$ cat src/rtl/multi_temp_monitor_if.sv
// Bus between the 1 Hz sampling front end and the multi-channel temperature monitor.
// Strobe semantics: tick is a one-cycle qualifier with no back-pressure; temp_in/ch_en are
// only looked at while tick=1, and the outputs change only in the cycle after a tick.
interface multi_temp_monitor_if #(
   parameter int CH = 4,
   parameter int TW = 10
);
   localparam int CW = (CH > 1) ? $clog2(CH) : 1;

   logic              tick;
   logic [CH*TW-1:0]  temp_in;
   logic [CH-1:0]     ch_en;
   logic [CW-1:0]     disp_ch;
   logic [1:0]        disp_mode;
   logic [TW-1:0]     disp_val;
   logic [1:0]        disp_state;
   logic [1:0]        alarm_level;
   logic [CW-1:0]     alarm_ch;

   modport master (
      output tick, temp_in, ch_en,
      input  disp_ch, disp_mode, disp_val, disp_state, alarm_level, alarm_ch
   );

   modport slave (
      input  tick, temp_in, ch_en,
      output disp_ch, disp_mode, disp_val, disp_state, alarm_level, alarm_ch
   );
endinterface

$ cat src/rtl/multi_temp_monitor.sv
// N-channel temperature monitor: per-channel delta/alarm classification with persistence,
// a display sequencer rotating over enabled channels, and a worst-case alarm summary.
module multi_temp_monitor #(
   parameter int CH         = 4,
   parameter int TW         = 10,
   parameter int ATTN_DELTA = 20,
   parameter int EMER_DELTA = 50,
   parameter int PERSIST    = 3,
   parameter int DWELL      = 1
) (
   input logic                 clk,
   input logic                 rst,
   multi_temp_monitor_if.slave mon
);
   localparam int CW = (CH > 1) ? $clog2(CH) : 1;
   localparam int PW = $clog2(PERSIST + 1);
   localparam int DW = $clog2(DWELL + 1);

   localparam logic [1:0] MODE_TEMP  = 2'd0;
   localparam logic [1:0] MODE_DELTA = 2'd1;
   localparam logic [1:0] MODE_STATE = 2'd2;

   localparam logic [1:0] DIR_NONE = 2'd0;
   localparam logic [1:0] DIR_UP   = 2'd1;
   localparam logic [1:0] DIR_DOWN = 2'd2;

   localparam logic [TW-1:0] SAT_MAX  = {1'b0, {(TW-1){1'b1}}};
   localparam logic [TW-1:0] SAT_MIN  = {1'b1, {(TW-1){1'b0}}};
   localparam logic [TW:0]   ATTN_MAG = (TW+1)'(ATTN_DELTA);
   localparam logic [TW:0]   EMER_MAG = (TW+1)'(EMER_DELTA);
   localparam logic [PW-1:0] RUN_END  = PW'(PERSIST - 1);
   localparam logic [DW-1:0] DWELL_END = DW'(DWELL);

   // Per-channel registers and their next values
   logic [TW-1:0] cur_q   [CH];
   logic [TW-1:0] delta_q [CH];
   logic [1:0]    st_q    [CH];
   logic [1:0]    dir_q   [CH];
   logic [PW-1:0] cnt_q   [CH];
   logic [CH-1:0] pv_q;

   logic [TW-1:0] cur_n   [CH];
   logic [TW-1:0] delta_n [CH];
   logic [1:0]    st_n    [CH];
   logic [1:0]    dir_n   [CH];
   logic [PW-1:0] cnt_n   [CH];
   logic [CH-1:0] pv_n;

   logic [TW-1:0] smp;
   logic [TW:0]   diff;
   logic [TW:0]   dext;
   logic [TW:0]   mag;
   logic [1:0]    tgt;
   logic [1:0]    dir;
   logic [PW-1:0] run;

   // Display sequencer state (its mode register is the FSM state)
   logic [CW-1:0] ptr_ch, ptr_ch_n, nxt_en_ch, idx;
   logic [1:0]    ptr_mode, ptr_mode_n;
   logic [DW-1:0] dwell_q, dwell_n;
   logic          any_en, found;

   logic [CW-1:0] disp_ch_n, alarm_ch_n;
   logic [1:0]    disp_mode_n, disp_state_n, alarm_lvl_n;
   logic [TW-1:0] disp_val_n;

   always_comb begin
      smp  = '0;
      diff = '0;
      dext = '0;
      mag  = '0;
      tgt  = 2'd0;
      dir  = DIR_NONE;
      run  = '0;
      pv_n = '0;
      for (int i = 0; i < CH; i++) begin
         cur_n[i]   = '0;
         delta_n[i] = '0;
         st_n[i]    = 2'd0;
         dir_n[i]   = DIR_NONE;
         cnt_n[i]   = '0;
         smp  = mon.temp_in[i*TW +: TW];
         diff = {smp[TW-1], smp} - {cur_q[i][TW-1], cur_q[i]};
         tgt  = 2'd0;
         if (mon.ch_en[i]) begin
            cur_n[i] = smp;
            pv_n[i]  = 1'b1;
            if (pv_q[i]) begin
               // Difference is TW+1 wide; clamp instead of wrapping back into TW bits
               if (diff[TW] != diff[TW-1]) delta_n[i] = diff[TW] ? SAT_MIN : SAT_MAX;
               else                        delta_n[i] = diff[TW-1:0];
            end
            dext = {delta_n[i][TW-1], delta_n[i]};
            mag  = dext[TW] ? (~dext + 1'b1) : dext;
            if (mag >= EMER_MAG)      tgt = 2'd2;
            else if (mag >= ATTN_MAG) tgt = 2'd1;
            dir = (tgt > st_q[i]) ? DIR_UP : (tgt < st_q[i]) ? DIR_DOWN : DIR_NONE;
            dir_n[i] = dir;
            st_n[i]  = st_q[i];
            // A direction change since the last tick restarts the persistence run
            run = (dir == dir_q[i]) ? cnt_q[i] : '0;
            if (dir == DIR_NONE) begin
               cnt_n[i] = '0;
            end else if (tgt == 2'd2 && st_q[i] != 2'd2) begin
               st_n[i]  = 2'd2;
               cnt_n[i] = '0;
            end else if (run == RUN_END) begin
               st_n[i]  = (dir == DIR_UP) ? tgt : st_q[i] - 2'd1;
               cnt_n[i] = '0;
            end else begin
               cnt_n[i] = run + 1'b1;
            end
         end
      end
   end

   // Sequencer next state: advance on every DWELL-th tick, frozen while nothing is enabled
   always_comb begin
      any_en    = |mon.ch_en;
      nxt_en_ch = ptr_ch;
      found     = 1'b0;
      idx       = '0;
      for (int k = 1; k <= CH; k++) begin
         idx = CW'((int'(ptr_ch) + k) % CH);
         if (!found && mon.ch_en[idx]) begin
            nxt_en_ch = idx;
            found     = 1'b1;
         end
      end
      ptr_ch_n   = ptr_ch;
      ptr_mode_n = ptr_mode;
      dwell_n    = dwell_q;
      if (any_en) begin
         if (dwell_q >= DWELL_END) begin
            dwell_n = DW'(1);
            if (!mon.ch_en[ptr_ch] || ptr_mode >= MODE_STATE) begin
               ptr_ch_n   = nxt_en_ch;
               ptr_mode_n = MODE_TEMP;
            end else begin
               ptr_mode_n = ptr_mode + 2'd1;
            end
         end else begin
            dwell_n = dwell_q + 1'b1;
         end
      end
   end

   // Outputs are built from post-tick values so the display never mixes old and new data
   always_comb begin
      disp_ch_n    = '0;
      disp_mode_n  = MODE_TEMP;
      disp_val_n   = '0;
      disp_state_n = 2'd0;
      if (any_en) begin
         disp_ch_n    = ptr_ch_n;
         disp_mode_n  = ptr_mode_n;
         disp_state_n = st_n[ptr_ch_n];
         case (ptr_mode_n)
            MODE_TEMP:  disp_val_n = cur_n[ptr_ch_n];
            MODE_DELTA: disp_val_n = delta_n[ptr_ch_n];
            default:    disp_val_n = '0;
         endcase
      end
      alarm_lvl_n = 2'd0;
      alarm_ch_n  = '0;
      for (int i = 0; i < CH; i++) begin
         if (st_n[i] > alarm_lvl_n) begin
            alarm_lvl_n = st_n[i];
            alarm_ch_n  = CW'(i);
         end
      end
   end

   always_ff @(posedge clk) begin
      if (rst) begin
         for (int i = 0; i < CH; i++) begin
            cur_q[i]   <= '0;
            delta_q[i] <= '0;
            st_q[i]    <= 2'd0;
            dir_q[i]   <= DIR_NONE;
            cnt_q[i]   <= '0;
         end
         pv_q            <= '0;
         ptr_ch          <= '0;
         ptr_mode        <= MODE_TEMP;
         dwell_q         <= '0;
         mon.disp_ch     <= '0;
         mon.disp_mode   <= MODE_TEMP;
         mon.disp_val    <= '0;
         mon.disp_state  <= 2'd0;
         mon.alarm_level <= 2'd0;
         mon.alarm_ch    <= '0;
      end else if (mon.tick) begin
         for (int i = 0; i < CH; i++) begin
            cur_q[i]   <= cur_n[i];
            delta_q[i] <= delta_n[i];
            st_q[i]    <= st_n[i];
            dir_q[i]   <= dir_n[i];
            cnt_q[i]   <= cnt_n[i];
         end
         pv_q            <= pv_n;
         ptr_ch          <= ptr_ch_n;
         ptr_mode        <= ptr_mode_n;
         dwell_q         <= dwell_n;
         mon.disp_ch     <= disp_ch_n;
         mon.disp_mode   <= disp_mode_n;
         mon.disp_val    <= disp_val_n;
         mon.disp_state  <= disp_state_n;
         mon.alarm_level <= alarm_lvl_n;
         mon.alarm_ch    <= alarm_ch_n;
      end
   end
endmodule

$ cat src/flat_wrapper.sv
// flat-port wrapper written by rule: the top's interface ports become plain ports
module multi_temp_monitor_flat 
#(
   parameter int CH         = 4,
   parameter int TW         = 10,
   parameter int ATTN_DELTA = 20,
   parameter int EMER_DELTA = 50,
   parameter int PERSIST    = 3,
   parameter int DWELL      = 1
)
  (clk, rst, mon_tick, mon_temp_in, mon_ch_en, mon_disp_ch, mon_disp_mode, mon_disp_val, mon_disp_state, mon_alarm_level, mon_alarm_ch);
  multi_temp_monitor_if #(.CH(CH), .TW(TW)) mon_i ();
  input logic clk;
  input logic rst;
  input wire logic [$bits(mon_i.tick)-1:0] mon_tick;
  input wire logic [$bits(mon_i.temp_in)-1:0] mon_temp_in;
  input wire logic [$bits(mon_i.ch_en)-1:0] mon_ch_en;
  output wire logic [$bits(mon_i.disp_ch)-1:0] mon_disp_ch;
  output wire logic [$bits(mon_i.disp_mode)-1:0] mon_disp_mode;
  output wire logic [$bits(mon_i.disp_val)-1:0] mon_disp_val;
  output wire logic [$bits(mon_i.disp_state)-1:0] mon_disp_state;
  output wire logic [$bits(mon_i.alarm_level)-1:0] mon_alarm_level;
  output wire logic [$bits(mon_i.alarm_ch)-1:0] mon_alarm_ch;
  assign mon_i.tick = mon_tick;
  assign mon_i.temp_in = mon_temp_in;
  assign mon_i.ch_en = mon_ch_en;
  assign mon_disp_ch = mon_i.disp_ch;
  assign mon_disp_mode = mon_i.disp_mode;
  assign mon_disp_val = mon_i.disp_val;
  assign mon_disp_state = mon_i.disp_state;
  assign mon_alarm_level = mon_i.alarm_level;
  assign mon_alarm_ch = mon_i.alarm_ch;
  multi_temp_monitor #(.CH(CH), .TW(TW), .ATTN_DELTA(ATTN_DELTA), .EMER_DELTA(EMER_DELTA), .PERSIST(PERSIST), .DWELL(DWELL)) u_core (.clk(clk), .rst(rst), .mon(mon_i));
endmodule
$ cat config.mk
export PLATFORM = sky130hd
export DESIGN_NAME = multi_temp_monitor_flat
export DESIGN_NICKNAME = d
export VERILOG_FILES = /design/src/rtl/multi_temp_monitor_if.sv /design/src/rtl/multi_temp_monitor.sv /design/src/flat_wrapper.sv
export SDC_FILE = /design/constraint.sdc
export NUM_CORES = 1
export LEC_CHECK = 0
export CAP_MARGIN = 5
export CORE_AREA = 2 2 213 152
export CTS_BUF_LIST = sky130_fd_sc_hd__clkbuf_8
export CTS_CLUSTER_SIZE = 16
export DETAILED_ROUTE_END_ITERATION = 10
export DIE_AREA = 0 0 215 154
export HOLD_SLACK_MARGIN = 0.12
export PLACE_DENSITY = 0.53
export SLEW_MARGIN = 20
export SYNTH_ARGS = -nofsm -noshare
export SYNTH_HDL_FRONTEND = slang
export SYNTH_SLANG_ARGS = --single-unit
export TNS_END_PERCENT = 50
$ cat constraint.sdc
create_clock -name clk -period 11.6 [get_ports clk]
set_input_delay 2.32 -clock clk [delete_from_list [all_inputs] [get_ports clk]]
set_output_delay 2.32 -clock clk [all_outputs]
set_load 0.005 [all_outputs]
==> flow_metrics.env <==
export IMPL_rrSetupSlack_ns=2.64
export IMPL_synthArstFlopShare_pct=0
export IMPL_hp_start="u_core.mon.disp_val[8]"
export IMPL_critPathKind="input port to register"
export IMPL_peakVddDrop_v=0.0000584
export IMPL_synth_top_family_by_area="compound AO/OA/AOI/OAI gates"
export IMPL_power_density_nw_per_um2=125
export IMPL_clkSinkCount=93
export IMPL_dr_pass1_iters=6
export IMPL_synth_area_leaders="edfxtp_1, ha_1, dfxtp_1"
export IMPL_hold_viol_final=0
export IMPL_yosys_area_share_simple_pct=23.7
export IMPL_avgRoutedWirePerCell_microns=19.2
export IMPL_nFillCells=3337
export IMPL_place_gp_congestion=0.917
export IMPL_met1_usage_pct=29.8
export IMPL_cts_buffers_inserted=9
export IMPL_power_w=0.00136
export IMPL_cp_arrival_ns=11.26
export IMPL_ys_warn_count=0
export IMPL_antenna_cells=0
export IMPL_synth_compound_area_share_pct=28.6
export IMPL_muxShareOfSynthArea_pct=1.04
export IMPL_viasPerCell=5.56
export IMPL_synth_edf_count=64
export IMPL_cp_slowest_cell="or4_1"
export IMPL_met2_usage_pct=25.3
export IMPL_worst_clock_skew_ns=0.0170
export IMPL_fin_crit_sh_pct=94.1
export IMPL_drive_above_1_share_pct=9.30
export IMPL_yosysTopAreaCellShare_pct=20.8
export IMPL_synth_nets=1286
export IMPL_htreeDepth=3
export IMPL_synthCells=1158
export IMPL_ys_seq_elements=93
export IMPL_critPathLaunch="mon_temp_in[14]"
export IMPL_drt_iter0_drc=853
export IMPL_grtUsageTotal_pct=19.1
export IMPL_hpwl_mm=24.0
export IMPL_synth_flop_cell="edfxtp_1"
export IMPL_cts_root_buffer="clkbuf_8"
export IMPL_chipWidth_microns=215
export IMPL_pre_cts_slack_ns=-0.0779
export IMPL_slew_viol_final=0
export IMPL_p_leak_nw=4.38
export IMPL_dieArea_sq_um=33100
export IMPL_antenna_found_initial=0
export IMPL_synth_xor_area_share_pct=2.16
export IMPL_hold_depth=2
export IMPL_die_h_microns=154
export IMPL_ant_nets=0
export IMPL_period_minus_slack_ns=10.92
export IMPL_top_usage_layer="met1"
export IMPL_vias=9217
export IMPL_reg2reg_from="u_core.cur_q[1][1]"
export IMPL_io_pins=67
export IMPL_start_util_pct=29.9
export IMPL_worst_pin_slew_ns=0.867
export IMPL_cp_required_ns=11.94
export IMPL_slew_headroom_pct=40.7
export IMPL_setup_viol=0
export IMPL_wirelength_mm=31.8
export IMPL_core_area_sq_um=30900
export IMPL_drv_cap=0
export IMPL_endpoint_kind="register"
export IMPL_grt_ovfl_total=0
export IMPL_grt_pass1_vias=8715
export IMPL_avgSynthCellArea_sq_um=7.99
export IMPL_portBuffers=66
export IMPL_reg2regPathDepth=51
export IMPL_worstPathMaxFanout=12
export IMPL_syn_to_final_growth_pct=17.6
export IMPL_synth_area_sq_um=9250
export IMPL_synthAdderAreaFrac_pct=11.3
export IMPL_status="finished, final reports clean"
export IMPL_insertion_delay_ns=0.44
export IMPL_grt_max_degree=45
export IMPL_synth_cell_types=102
export IMPL_fmax_mhz=91.6
export IMPL_cts_tree="built"
export IMPL_crit_top_cell="ha_1"
export IMPL_grt_use_met3_pct=4.69
export IMPL_grt_pass1_wl_mm=49.7
export IMPL_critPathLaunchType="input port"
export IMPL_clockBufferDepth=2
export IMPL_drc=0
export IMPL_rows=54
export IMPL_nets=1360
export IMPL_hold_path_class="register to register"
export IMPL_fin_ws_ns=0.681
export IMPL_cpPeakStageDelay_ns=0.54
export IMPL_clk_pin_slew_worst_paths_ns=0.09
export IMPL_synth_area_leader_cell="edfxtp_1"
export IMPL_ys_seq_area_share_pct=27.1
worst paths after layout:
kind                                     to
setup / recovery  u_core.mon.alarm_level[0]
hold / removal       u_core.mon.disp_val[8]
setup reg to reg  u_core.mon.alarm_level[0]
hold reg to reg      u_core.mon.disp_val[8]
cells by family after synthesis:
group / Yosys count
xor gates and xnor gates: 22
and+or+nand+nor: 429
AOI/OAI and AO/OA: 382
adders and majority gates: 81
muxes: 8
buffers and inverters: 143
DFF: 93
cells in the mapped netlist (20+ instances only):
master / count
clkbuf_1: 37
inv_1: 96
o21ai_0: 82
dfxtp_1: 29
nor2_1: 102
nand2_1: 113
a21oi_1: 56
a21o_1: 23
o22ai_1: 22
nand2b_1: 23
edfxtp_1: 64
ha_1: 77
a31oi_1: 28
nand3_1: 20
and3_1: 50
flip-flops by register name (all words and copies together), names as in the netlist:
| signal | count |
|---|---|
| u_core.cur_q | 40 |
| u_core.mon.disp_val | 10 |
| u_core.cnt_q | 8 |
| u_core.dir_q | 8 |
| u_core.st_q | 8 |
| u_core.pv_q | 4 |
| u_core.mon.alarm_ch | 2 |
| u_core.mon.alarm_level | 2 |
| u_core.mon.disp_ch | 2 |
| u_core.mon.disp_mode | 2 |
| u_core.mon.disp_state | 2 |
| u_core.ptr_ch | 2 |
| u_core.ptr_mode | 2 |
| u_core.dwell_q | 1 |
power by group:
part           leakage (nW)  switching (W)  internal [W]
Sequential            0.937      0.0000170      0.000380
Combinational          3.33       0.000421      0.000278
Clock                 0.112       0.000146      0.000121
Total                  4.38       0.000584      0.000779
stage by stage:
step           instances  hold slack [ns]  util (%)  TNS [ns]  instance area (sq um)
3_5_place_dp        1638            0.452      34.1   -0.0779                  10500
5_1_grt             1657            0.520      35.1   -0.0138                  10900
2_1_floorplan       1158            0.435         -         0                   9250
4_1_cts             1654            0.476      34.8         0                  10800
6_report            1657            0.458      35.1         0                  10900
3_3_place_gp        1638            0.456      34.1         0                  10500
layer usage:
layer / routed length, microns / vias up
met1: 17000 / 4400
met3: 2190 / 35
met2: 12000 / 298
met5: 0 / -
li1: - / 4484
met4: 672 / 0
what timing repair did:
action / in CTS / in global routing
endpoints found under the setup margin: 0 / 3
setup buffers: 0 / 3
gates resized for setup: 0 / 26
hold buffers: 0 / 0
hold endpoints to repair: 0 / 0
final cells by class:
class / instances / area (sq um) / area share (%)
Multi-Input combinational cell: 922 / 6290 / 57.8
Sequential cell: 93 / 2500 / 23.0
Timing Repair Buffer: 108 / 980 / 9.01
Tap cell: 420 / 526 / 4.83
Inverter: 98 / 368 / 3.38
Clock buffer: 9 / 124 / 1.14
Clock inverter: 7 / 90.1 / 0.828
critical path, delay by kind of cell:
| family | cells | cell delay, ns |
|---|---|---|
| AOI/OAI and AO/OA | 20 | 3.24 |
| and+or+nand+nor | 16 | 2.74 |
| adders and majority gates | 7 | 1.72 |
| buffers and inverters | 6 | 0.82 |
| muxes | 1 | 0.26 |
| xor gates and xnor gates | 1 | 0.16 |
layout by cell type, fill, tap and decap left out, drive strengths merged, types with 9 or more instances in the layout:
cell type	count
nor2	102
nor3b	9
a22o	10
edfxtp	64
o21a	9
nand3	20
a21oi	57
a31oi	29
clkbuf	9
buf	42
and2	20
xnor2	11
a21o	24
and3	51
inv	99
ha	77
o22ai	22
dfxtp	29
o21ai	89
a211oi	18
nor3	18
xor2	11
o211ai	12
nand2b	23
clkdlybuf4s50	66
a32oi	10
nand2	113
nor2b	15
o31ai	11
Note: power is estimated with default switching activity, not from simulation.
